## src/rtl/note_scheduler_pkg.sv

```systemverilog
// Shared widths, entry-type encoding and slot payload for the song sequencer,
// the note scheduler and the note players.
package note_scheduler_pkg;

    localparam int unsigned NOTE_W = 6;
    localparam int unsigned DUR_W  = 6;
    localparam int unsigned META_W = 3;

    typedef enum logic {
        ENTRY_NOTE = 1'b0,
        ENTRY_WAIT = 1'b1
    } entry_type_e;

    typedef struct packed {
        logic [NOTE_W-1:0] note;
        logic [DUR_W-1:0]  duration;
        logic [META_W-1:0] meta;
    } slot_data_t;

endpackage

```

## src/rtl/note_scheduler_voice_slot.sv

```systemverilog
// One voice slot: holds note/meta for a beat-counted duration and flags fresh loads.
module voice_slot
    import note_scheduler_pkg::*;
(
    input  logic              clk,
    input  logic              reset,
    input  logic              load_i,
    input  logic              tick_i,
    input  slot_data_t        data_i,
    output logic [NOTE_W-1:0] note_o,
    output logic [META_W-1:0] meta_o,
    output logic              active_o,
    output logic              new_o
);

    logic [NOTE_W-1:0] note_q, note_d;
    logic [META_W-1:0] meta_q, meta_d;
    logic [DUR_W-1:0]  cnt_q, cnt_d;
    logic              active_q, active_d;
    logic              new_q, new_d;

    // A load overrides any same-cycle beat; note/meta hold after expiry.
    always_comb begin
        note_d   = note_q;
        meta_d   = meta_q;
        cnt_d    = cnt_q;
        active_d = active_q;
        new_d    = 1'b0;
        if (load_i) begin
            note_d   = data_i.note;
            meta_d   = data_i.meta;
            cnt_d    = data_i.duration;
            active_d = 1'b1;
            new_d    = 1'b1;
        end else if (tick_i && (cnt_q != '0)) begin
            cnt_d = cnt_q - DUR_W'(1);
            if (cnt_q == DUR_W'(1)) begin
                active_d = 1'b0;
            end
        end
    end

    always_ff @(posedge clk) begin
        if (reset) begin
            note_q   <= '0;
            meta_q   <= '0;
            cnt_q    <= '0;
            active_q <= 1'b0;
            new_q    <= 1'b0;
        end else begin
            note_q   <= note_d;
            meta_q   <= meta_d;
            cnt_q    <= cnt_d;
            active_q <= active_d;
            new_q    <= new_d;
        end
    end

    assign note_o   = note_q;
    assign meta_o   = meta_q;
    assign active_o = active_q;
    assign new_o    = new_q;

endmodule

```

## src/rtl/note_scheduler.sv

```systemverilog
// Consumes sequencer entries: allocates note entries to voice slots (with
// round-robin stealing) and runs the wait timer that paces the sequencer.
module note_scheduler
    import note_scheduler_pkg::*;
#(
    parameter int unsigned NUM_VOICES = 3
) (
    input  logic                         clk,
    input  logic                         reset,
    input  logic                         play,
    input  logic                         beat,
    input  logic                         load_count,
    input  logic                         type_signal,
    input  logic [NOTE_W-1:0]            note,
    input  logic [DUR_W-1:0]             duration,
    input  logic [META_W-1:0]            meta,
    output logic                         advance,
    output logic                         waiting,
    output logic [NOTE_W*NUM_VOICES-1:0] voice_note,
    output logic [META_W*NUM_VOICES-1:0] voice_meta,
    output logic [NUM_VOICES-1:0]        voice_active,
    output logic [NUM_VOICES-1:0]        voice_new
);

    localparam int unsigned SP_W = (NUM_VOICES > 1) ? $clog2(NUM_VOICES) : 1;

    logic                  tick;
    logic                  note_load;
    logic                  wait_load;
    logic                  found;
    logic [SP_W-1:0]       target;
    logic [NUM_VOICES-1:0] slot_load;
    logic [SP_W-1:0]       steal_q, steal_d;
    logic [DUR_W-1:0]      wait_cnt_q, wait_cnt_d;
    logic                  waiting_q, waiting_d;
    logic                  advance_q, advance_d;
    slot_data_t            load_data;

    assign tick      = play & beat;
    assign note_load = load_count & (type_signal == ENTRY_NOTE) & (duration != '0);
    assign wait_load = load_count & (type_signal == ENTRY_WAIT);
    assign load_data = '{note: note, duration: duration, meta: meta};

    // Lowest free slot on pre-edge flags; otherwise steal and advance the pointer.
    always_comb begin
        slot_load = '0;
        steal_d   = steal_q;
        found     = 1'b0;
        target    = steal_q;
        for (int i = 0; i < int'(NUM_VOICES); i++) begin
            if (!found && !voice_active[i]) begin
                found  = 1'b1;
                target = SP_W'(i);
            end
        end
        if (note_load) begin
            slot_load[target] = 1'b1;
            if (!found) begin
                steal_d = (steal_q == SP_W'(NUM_VOICES - 1)) ? '0 : steal_q + SP_W'(1);
            end
        end
    end

    // Wait timer: a zero-length wait pulses advance straight away.
    always_comb begin
        wait_cnt_d = wait_cnt_q;
        waiting_d  = waiting_q;
        advance_d  = 1'b0;
        if (wait_load) begin
            wait_cnt_d = duration;
            waiting_d  = (duration != '0);
            advance_d  = (duration == '0);
        end else if (tick && (wait_cnt_q != '0)) begin
            wait_cnt_d = wait_cnt_q - DUR_W'(1);
            if (wait_cnt_q == DUR_W'(1)) begin
                waiting_d = 1'b0;
                advance_d = 1'b1;
            end
        end
    end

    always_ff @(posedge clk) begin
        if (reset) begin
            steal_q    <= '0;
            wait_cnt_q <= '0;
            waiting_q  <= 1'b0;
            advance_q  <= 1'b0;
        end else begin
            steal_q    <= steal_d;
            wait_cnt_q <= wait_cnt_d;
            waiting_q  <= waiting_d;
            advance_q  <= advance_d;
        end
    end

    assign advance = advance_q;
    assign waiting = waiting_q;

    for (genvar g = 0; g < NUM_VOICES; g++) begin : g_slot
        voice_slot u_slot (
            .clk      (clk),
            .reset    (reset),
            .load_i   (slot_load[g]),
            .tick_i   (tick),
            .data_i   (load_data),
            .note_o   (voice_note[g*NOTE_W +: NOTE_W]),
            .meta_o   (voice_meta[g*META_W +: META_W]),
            .active_o (voice_active[g]),
            .new_o    (voice_new[g])
        );
    end

endmodule

```

## config.mk

```make
export PLATFORM = sky130hd
export DESIGN_NAME = note_scheduler
export DESIGN_NICKNAME = d
export VERILOG_FILES = /design/src/rtl/note_scheduler_pkg.sv /design/src/rtl/note_scheduler_voice_slot.sv /design/src/rtl/note_scheduler.sv
export SDC_FILE = /design/constraint.sdc
export NUM_CORES = 1
export LEC_CHECK = 0
export ABC_AREA = 0
export BUFFER_PORTS_ARGS = -buffer_cell sky130_fd_sc_hd__buf_2
export CORE_ASPECT_RATIO = 1.1
export CORE_UTILIZATION = 55
export DETAILED_ROUTE_END_ITERATION = 10
export PLACE_DENSITY = 0.79
export SLEW_MARGIN = 5
export SYNTH_ARGS = -nofsm -noshare
export SYNTH_HDL_FRONTEND = slang
export SYNTH_SLANG_ARGS = --single-unit
```

## constraint.sdc

```tcl
create_clock -name clk -period 1.9 [get_ports clk]
set_input_delay 0.19 -clock clk [delete_from_list [all_inputs] [get_ports clk]]
set_output_delay 0.19 -clock clk [all_outputs]
set_load 0.03 [all_outputs]
```

==> results by group, run 1 <==
Run status
  • Status: completed

Cells and area
  • Final #Nets: 415
  • Commonest cells after routing, fill and taps aside: dfxtp_1, buf_2, nor2_1
  • Share of layout cells above drive strength 1: 24.3%
  • Filler instances: 430
  • Cell Count, Final, Fillers Out: 459
  • Antenna cells: 0
  • P&R area growth vs syn: 15.7%
  • Commonest non-fill, non-tap cell in the layout: dfxtp_1

Setup path
  • CP arrival: 1.98 ns
  • Critical path class: flip-flop to flip-flop
  • Critical-path cell list: inv_1 -> ha_1 -> a21oi_1 -> nand2_1 -> xor2_1 -> a211oi_1
  • Reg2reg start: g_slot[1].u_slot.cnt_q[0]
  • Crit-path max cell delay: 0.42 ns
  • Crit path launch: g_slot[1].u_slot.cnt_q[0]
  • Data required, critical path: 2.16 ns
  • Critical Path Fanout Max: 5
  • Critical Path Sink Type: flip-flop
  • Setup slack, reg-to-reg: 0.18 ns
  • Worst path slowest cell: dfxtp_1
  • Setup crit start kind: flip-flop

Clock tree
  • Clock buffer depth: 2
  • H-tree levels: 3
  • Number of gates resized after cts: 0
  • Hold buffer count at cts: 0
  • Clk Latency, worst-skew pair: 0.35 ns
  • CTS tree: done
  • Post-CTS Setup Bufs: 0
  • Root buffer cell: clkbuf_8
  • CTS Sinks: 61
  • Total CTS buffers: 9
  • Clock Pin Slew Worst Setup and Hold Paths: 0.08 ns

Place
  • GP Congestion: 0.897
  • Placed insts: 443
  • HPWL after detailed placement: 4520 um
  • IO Port Bufs: 55

Worst hold path
  • HP Start: meta[2]
  • Hold crit path type: primary input to flip-flop

Yosys
  • Synth Area in Compound Gates: 12.9%
  • Number of flops mapped to enable cells by yosys: 0
  • Largest family of logic cells by synthesized area: simple AND/OR/NAND/NOR gates
  • Syn. warnings: 0
  • Post-synthesis mux area share: 7.69%
  • Post-synth top flop: dfxtp_1
  • Mapped cell area: 3000 um^2
  • Synth Area in XOR/XNOR: 4.39%
  • Synthesized Nets: 366
  • Netlist cell types: 43
  • Post-synthesis adder-cell area fraction: 5.01%
  • Mapped Cells: 333
  • Async set or reset register ratio after synthesis: 0%
  • Synthesized area per cell: 9.00 um^2
  • Synth Area in Simple Gates: 22.1%
  • Seq/Total Area, Yosys: 40.8%
  • Flops & latches, synth: 61

Global routing
  • GRT Overall Usage: 23.5%
  • Initial antenna violation count: 0
  • Total gr overflow: 0
  • Largest net degree at the start of global routing: 26
  • Vias in the first global route: 2,261
  • First-pass GRT wire length: 10,100 um

Floorplan
  • Initial Util: 58.3%
  • Die height: 79.4 um
  • Row count: 27
  • Boundary Pins: 56
  • Die Wd: 72.4 um
  • Die area: 5750 um^2
  • Core ar.: 5130 um^2

Routing
  • Drt initial violations: 114
  • DR DRC count: 0
  • First-pass iteration count of the detailed router: 4
  • Antenna Violating Nets Remaining: 0
  • Total routed wirelength: 6360 um
  • Vias per cell: 5.34
  • Via Count: 2,450
  • Avg WL per Cell: 13.9 um

STA
  • Top achievable clock speed: 581 MHz
  • Hold slack: 0.0975 ns
  • Period utilisation layout: 90.6%
  • Max_slew headroom: 66.4%
  • Clk_skew: 0.00549 ns
  • Setup TNS: 0 ns
  • Max-slew violation count: 0
  • Unrepaired setup endpoints after global routing: no
  • Minimum clock period: 1.72 ns
  • Worst-Margin Slew: 0.504 ns
  • Final setup viols: 0
  • Final hold vios: 0

Run
  • Maxcap violations: 0

Pwr
  • Internal power: 2.46 mW
  • Seq pwr share: 42.3%
  • Pwr Density: 1060 nW/um^2
  • Net load switching power: 1.21 mW
  • Clock share of power: 32.6%
  • Switching Share: 33.1%
  • Logic gate share of total power: 25.2%
  • Peak VDD IR: 819 uV
  • P_leak: 1.53 nW
==> critical path, delay by kind of cell (launching register included) <==
family	cells	cell delay, ns
adders and majority gates	1	0.25
DFF	1	0.42
buffers and inverters	1	0.10
and+or+nand+nor	1	0.12
xor gates and xnor gates	1	0.15
AOI/OAI and AO/OA	2	0.60
==> registers in the layout, indices dropped and copies added, names as in the netlist <==
signal,cells
advance,1
g_slot.u_slot.active_o,3
g_slot.u_slot.cnt_q,18
g_slot.u_slot.meta_o,9
g_slot.u_slot.new_o,3
g_slot.u_slot.note_o,18
steal_q,2
wait_cnt_q,6
waiting,1
==> metal layers <==
layer / global-route usage, % / share of wire (%) / vias to the layer above
li1: - / - / 1236
met1: 27.0 / 43 / 1128
met2: 39.8 / 49 / 73
met3: 5.05 / 6.6 / 13
met4: 13.9 / 1.6 / 0
met5: 0 / 0 / -
==> area by class of cell <==
cell class / instances / area (um^2) / area share (%)
multi-input cells: 234 / 1560 / 45.0
flip-flops and latches: 61 / 1220 / 35.2
repair buffers: 61 / 333 / 9.61
clock buffers: 9 / 124 / 3.58
well taps: 72 / 90.1 / 2.60
clock inverters: 7 / 81.3 / 2.35
inverters: 15 / 56.3 / 1.63
==> worst paths after layout <==
kind                                                   end  depth (start not counted)
worst max register to register   g_slot[1].u_slot.cnt_q[2]                          6
worst min-delay path            g_slot[2].u_slot.meta_o[2]                          3
worst min register to register  g_slot[1].u_slot.note_o[0]                          2
worst max-delay path             g_slot[1].u_slot.cnt_q[2]                          6
==> Yosys cell counts, types with 4 or more instances <==
library cell	instances	area, um^2
clkbuf_1	7	26.3
a211oi_1	13	97.6
buf_4	8	60.1
mux2i_1	23	230
a211oi_2	6	75.1
nand4_1	5	31.3
inv_1	15	56.3
nand3_1	7	35.0
nor3_1	8	40.0
nor4_2	4	50.1
nand2_1	35	131
xor2_1	6	52.6
dfxtp_1	61	1220
nor2_1	51	191
a21oi_1	23	115
ha_1	12	150
xnor2_1	9	78.8
==> cells by family after synthesis <==
kind of cell,after synthesis
and+or+nand+nor,130
DFF,61
AOI/OAI and AO/OA,54
buffers and inverters,38
muxes,23
xor gates and xnor gates,15
adders and majority gates,12
==> through the flow <==
stage | area (um^2) | power (mW) | worst slack (ns) | util (%)
2_1_floorplan | 3000 | 2.30 | 0.365 | -
3_3_place_gp | 3260 | 2.46 | 0.294 | 63.5
3_5_place_dp | 3260 | 2.50 | 0.216 | 63.5
4_1_cts | 3460 | 3.68 | 0.193 | 67.5
6_report | 3460 | 3.67 | 0.179 | 67.5
5_1_grt | 3460 | 3.84 | 0.0488 | 67.5
==> power groups by stage <==
stage	clock [mW]	combinational (mW)	sequential [mW]
2_1_floorplan	0	0.722	1.58
3_3_place_gp	0	0.892	1.57
3_5_place_dp	0	0.921	1.58
4_1_cts	1.21	0.928	1.55
5_1_grt	1.25	1.02	1.56
6_report	1.19	0.923	1.55
Power figures use the tool's default switching activity.
==> run 2: changes to the inputs <==
- CORE_MARGIN: default -> 5
- CTS_CLUSTER_DIAMETER: default -> 100
==> run 2 against run 1 <==
Against the previous run: register-to-register slack gained 0.03 ns; cell count grew 1.1%; wire length grew 3.3%; maximum frequency grew 1.6%; critical endpoint is now g_slot[1].u_slot.cnt_q[5]; largest cell class unchanged; largest power group unchanged.
==> results by group, run 2 (synthesis gave the netlist of run 1 again) <==
STA
  • Setup TNS: 0 ns
  • Clk_skew: 0.0109 ns
  • Max_slew headroom: 57.2%
  • Period utilisation layout: 89.2%
  • Minimum clock period: 1.69 ns
  • Final setup viols: 0
  • Hold slack: 0.105 ns
  • Unrepaired setup endpoints after global routing: no
  • Worst-Margin Slew: 0.642 ns
  • Worst setup margin: 0.206 ns
  • Final hold vios: 0
  • Top achievable clock speed: 590 MHz
  • Max-slew violation count: 0

Floorplan
  • Row count: 28
  • Initial Util: 56.3%
  • Die height: 87.4 um
  • Die Wd: 80.4 um
  • Die area: 7020 um^2
  • Boundary Pins: 56
  • Core ar.: 5330 um^2

Setup path
  • RR Endpoint: g_slot[1].u_slot.cnt_q[5]
  • Setup crit start kind: flip-flop
  • Setup slack, reg-to-reg: 0.21 ns
  • Data required, critical path: 2.15 ns
  • Critical Path Sink Type: flip-flop
  • CP arrival: 1.95 ns
  • Critical path class: flip-flop to flip-flop
  • Reg2reg start: g_slot[1].u_slot.cnt_q[0]
  • Worst Reg-to-Reg Cells: 6
  • Critical Path Fanout Max: 4

Place
  • Placed insts: 448
  • HPWL after detailed placement: 4720 um
  • IO Port Bufs: 55
  • Setup WS pre-CTS: 0.212 ns
  • Placed Area: 3270 um^2
  • GP Congestion: 0.884

Global routing
  • Initial antenna violation count: 0
  • Vias in the first global route: 2,338
  • GRT Overall Usage: 19.8%
  • Largest net degree at the start of global routing: 34
  • First-pass GRT wire length: 10,800 um
  • Total gr overflow: 0

Clock tree
  • Clock buffer depth: 2
  • Hold buffer count at cts: 0
  • Total CTS buffers: 9
  • CTS Sinks: 61
  • CTS tree: done
  • Number of gates resized after cts: 0
  • Clock Pin Slew Worst Setup and Hold Paths: 0.07 ns
  • Post-CTS Setup Bufs: 0
  • Clk Latency, worst-skew pair: 0.34 ns
  • Root buffer cell: clkbuf_8
  • H-tree levels: 3

Cells and area
  • Commonest non-fill, non-tap cell in the layout: dfxtp_1
  • Commonest cells after routing, fill and taps aside: dfxtp_1, buf_2, nor2_1
  • P&R area growth vs syn: 15.2%
  • Antenna cells: 0
  • Share of layout cells above drive strength 1: 23.9%
  • Final std cell area, no fill: 3450 um^2
  • Final #Nets: 417
  • Cell Count, Final, Fillers Out: 464

Pwr
  • Pwr Density: 1030 nW/um^2
  • Switching Share: 31.7%
  • P_leak: 1.53 nW
  • Net load switching power: 1.13 mW
  • Clock share of power: 30.7%
  • Seq pwr share: 43.5%
  • Internal power: 2.44 mW
  • Peak VDD IR: 642 uV
  • Logic gate share of total power: 25.8%

Routing
  • Drt initial violations: 98
  • Via Count: 2,463
  • DR DRC count: 0
  • Vias per cell: 5.31
  • Total routed wirelength: 6570 um
  • Avg WL per Cell: 14.2 um
  • First-pass iteration count of the detailed router: 4
  • Antenna Violating Nets Remaining: 0

Worst hold path
  • Hold crit path type: primary input to flip-flop
  • Endpoint, Worst Hold: g_slot[1].u_slot.note_o[1]
  • HP Start: note[1]
  • Hold Crit Depth: 3

Run status
  • Status: completed

Run
  • Maxcap violations: 0
run 2: area by class of cell:
cell class                      instances  area (um^2)
Clock inverter                          4         48.8
Inverter                               15         56.3
Fill cell                             470         1880
Multi-Input combinational cell        234         1560
Tap cell                               75         93.8
Clock buffer                           12          135
Timing Repair Buffer                   63          335
Sequential cell                        61         1220
run 2: worst max-delay path by stage:
stage	start	to	slack, ns
5_1_grt	g_slot[1].u_slot.cnt_q[0]	g_slot[1].u_slot.cnt_q[5]	0.07
6_report	g_slot[1].u_slot.cnt_q[0]	g_slot[1].u_slot.cnt_q[5]	0.21
4_1_cts	g_slot[1].u_slot.cnt_q[0]	g_slot[1].u_slot.cnt_q[5]	0.19
3_5_place_dp	g_slot[1].u_slot.cnt_q[0]	g_slot[1].u_slot.cnt_q[5]	0.21
3_3_place_gp	g_slot[1].u_slot.cnt_q[0]	g_slot[1].u_slot.cnt_q[2]	0.29
2_1_floorplan	g_slot[1].u_slot.cnt_q[0]	g_slot[1].u_slot.cnt_q[5]	0.37
run 2: power groups by stage:
stage	sequential [mW]	clock [mW]	combinational, mW
2_1_floorplan	1.58	0	0.722
3_3_place_gp	1.57	0	0.885
3_5_place_dp	1.58	0	0.917
4_1_cts	1.55	1.11	0.926
5_1_grt	1.57	1.18	1.02
6_report	1.55	1.10	0.919
run 2: stage by stage:
step / power [mW] / utilization [%]
after floorplan: 2.30 / -
after global placement: 2.45 / 61.3
after detailed placement: 2.49 / 61.3
after CTS: 3.59 / 64.8
after global routing: 3.77 / 64.8
final: 3.57 / 64.8
run 2: worst max-delay path, cell delays in order, from the launching register on:
cell	delay, ns
dfxtp_1	0.41
inv_1	0.09
ha_1	0.24
a2111oi_2	0.34
nand3b_1	0.13
xor2_1	0.16
a211oi_2	0.23
run 2: routing by layer:
layer	vias to the layer above	routed length (um)	track usage (%)
li1	1236	-	-
met5	-	0	0
met4	0	119	9.68
met1	1155	2780	22.9
met3	10	450	6.21
met2	62	3220	32.8
==> run 3: changes to the inputs <==
==> constraint.sdc (replaced) <==
create_clock -name clk -period 1.9 [get_ports clk]
set_input_delay 0.38 -clock clk [delete_from_list [all_inputs] [get_ports clk]]
set_output_delay 0.38 -clock clk [all_outputs]
set_load 0.03 [all_outputs]
==> run 3 against run 2 <==
Against the previous run: wire length up 4.0%; register-to-register slack about the same; highest routed layer unchanged; sequential cell count unchanged; largest cell class unchanged; critical path type unchanged; die area unchanged.
==> results by group, run 3 (synthesis gave the netlist of run 1 again) <==
Run status
  • Status: completed

STA
  • Clk_skew: 0.00453 ns
  • Final hold vios: 0
  • Setup TNS: 0 ns
  • Top achievable clock speed: 592 MHz
  • Final setup viols: 0
  • Max_slew headroom: 61.4%
  • Period utilisation layout: 88.9%
  • Minimum clock period: 1.69 ns
  • Worst setup margin: 0.211 ns
  • Worst-Margin Slew: 0.579 ns
  • Max-slew violation count: 0
  • Unrepaired setup endpoints after global routing: no

Setup path
  • Setup slack, reg-to-reg: 0.21 ns
  • Worst Setup EP: g_slot[1].u_slot.cnt_q[2]
  • Critical Path Sink Type: flip-flop
  • Reg2reg start: g_slot[1].u_slot.cnt_q[0]
  • Worst Reg-to-Reg Cells: 6
  • Critical Path Fanout Max: 5
  • Setup crit start kind: flip-flop
  • Crit path launch: g_slot[1].u_slot.cnt_q[0]
  • Critical-path cell list: inv_1 -> ha_1 -> a21oi_1 -> nand2_1 -> xor2_1 -> a211oi_1
  • Cell family with most CP delay: compound AO/OA/AOI/OAI gates
  • Crit-path max cell delay: 0.42 ns
  • Worst path bufs/invs: 1
  • Worst path slowest cell: dfxtp_1
  • RR Endpoint: g_slot[1].u_slot.cnt_q[2]
  • WP depth: 6
  • Critical path class: flip-flop to flip-flop
  • Data required, critical path: 2.15 ns
  • CP arrival: 1.94 ns

Cells and area
  • Fin util: 65.7%
  • Final #Nets: 421
  • P&R area growth vs syn: 16.8%
  • Commonest non-fill, non-tap cell in the layout: dfxtp_1
  • Share of layout cells above drive strength 1: 25.3%
  • Antenna cells: 0
  • Commonest cells after routing, fill and taps aside: dfxtp_1, buf_2, nor2_1

Global routing
  • Largest net degree at the start of global routing: 29
  • GRT Overall Usage: 21.8%
  • Initial antenna violation count: 0
  • First-pass GRT wire length: 11,700 um
  • Total gr overflow: 0
  • Vias in the first global route: 2,530

Clock tree
  • Clock Pin Slew Worst Setup and Hold Paths: 0.07 ns
  • Clk Latency, worst-skew pair: 0.33 ns
  • Root buffer cell: clkbuf_8
  • Total CTS buffers: 9
  • CTS tree: done
  • Clock buffer depth: 2
  • Number of gates resized after cts: 0
  • Hold buffer count at cts: 0
  • CTS Sinks: 61
  • H-tree levels: 3
  • Post-CTS Setup Bufs: 0

Routing
  • DR WL met3: 459 um
  • Total routed wirelength: 6840 um
  • Vias per cell: 5.28
  • Antenna Violating Nets Remaining: 0
  • First-pass iteration count of the detailed router: 4
  • Drt initial violations: 149
  • Metal2 WL: 3400 um
  • Via Count: 2,467
  • Top Layer Used: met4
  • Wl on met1: 2890 um
  • DR DRC count: 0
  • Avg WL per Cell: 14.6 um

Pwr
  • Pwr Density: 993 nW/um^2
  • Switching Share: 32.8%
  • P_leak: 1.56 nW
  • Net load switching power: 1.14 mW
  • Clock share of power: 28.2%
  • Peak VDD IR: 520 uV
  • Logic gate share of total power: 27.0%
  • Seq pwr share: 44.7%
  • Internal power: 2.33 mW

Floorplan
  • Initial Util: 56.3%
  • Row count: 28
  • Core ar.: 5330 um^2
  • Die area: 7020 um^2
  • Die height: 87.4 um
  • Boundary Pins: 56
  • Die Wd: 80.4 um

Place
  • Setup WS pre-CTS: 0.112 ns
  • IO Port Bufs: 55
  • GP Congestion: 0.906
  • HPWL after detailed placement: 5070 um

Run
  • Maxcap violations: 0

Worst hold path
  • Hold crit path type: primary input to flip-flop
## run 3: cell count changes in the layout (fill, tap and decap cells not counted)
| cell | before | now |
|---|---|---|
| clkinv_2 | 2 | 4 |
| clkinv_4 | 1 | 0 |
| clkinvlp_4 | 0 | 1 |
| clkbuf_8 | 9 | 10 |
| buf_12 | 0 | 3 |
| clkbuf_1 | 3 | 0 |
| bufinv_16 | 1 | 0 |
| buf_4 | 8 | 9 |
## run 3: routing by layer
layer / global-route usage (%) / up-vias
met1: 25.0 / 1133
met2: 36.9 / 85
met4: 10.9 / 0
met5: 0 / -
met3: 6.42 / 9
li1: - / 1240
## run 3: layout make-up
cell class / instances / area (um^2)
clock buffer: 10 / 138
clock inverter: 5 / 27.5
fill: 471 / 1830
inverter: 15 / 56.3
multi-input combinational: 234 / 1560
sequential: 61 / 1220
tap: 75 / 93.8
timing repair buffer: 67 / 403
## run 3: worst reg2reg max path, delay by kind of cell, from the launching register on
family                     cells  cell delay (ns)
xor gates and xnor gates       1             0.15
DFF                            1             0.42
buffers and inverters          1             0.09
adders and majority gates      1             0.24
and+or+nand+nor                1             0.12
AOI/OAI and AO/OA              2             0.59
## run 3: metrics by stage
stage	power, mW	cell area (um^2)	hold slack, ns	std cells
floorplan	2.30	3000	0.454	333
CTS	3.50	3500	0.293	467
global route	3.69	3500	0.299	467
detailed placement	2.51	3330	0.447	452
finish	3.48	3500	0.303	467
global placement	2.47	3330	0.443	452
## run 3: how the worst min path moves through the flow
stage,startpoint,cells after the start,to,slack (ns)
final,note[3],3,g_slot[1].u_slot.note_o[3],0.30
after global routing,note[0],3,g_slot[1].u_slot.note_o[0],0.30
after CTS,note[4],3,g_slot[1].u_slot.note_o[4],0.29
after detailed placement,g_slot[1].u_slot.note_o[1],2,g_slot[1].u_slot.note_o[1],0.45
after global placement,g_slot[1].u_slot.meta_o[2],2,g_slot[1].u_slot.meta_o[2],0.44
after floorplan,g_slot[0].u_slot.active_o,2,g_slot[0].u_slot.active_o,0.45
## run 3: power by group through the flow
stage / Clock [mW] / Sequential [mW] / Combinational (mW)
after CTS: 1.01 / 1.55 / 0.943
final: 0.982 / 1.55 / 0.939
after global placement: 0 / 1.57 / 0.898
after global routing: 1.07 / 1.57 / 1.05
after detailed placement: 0 / 1.58 / 0.936
after floorplan: 0 / 1.58 / 0.722
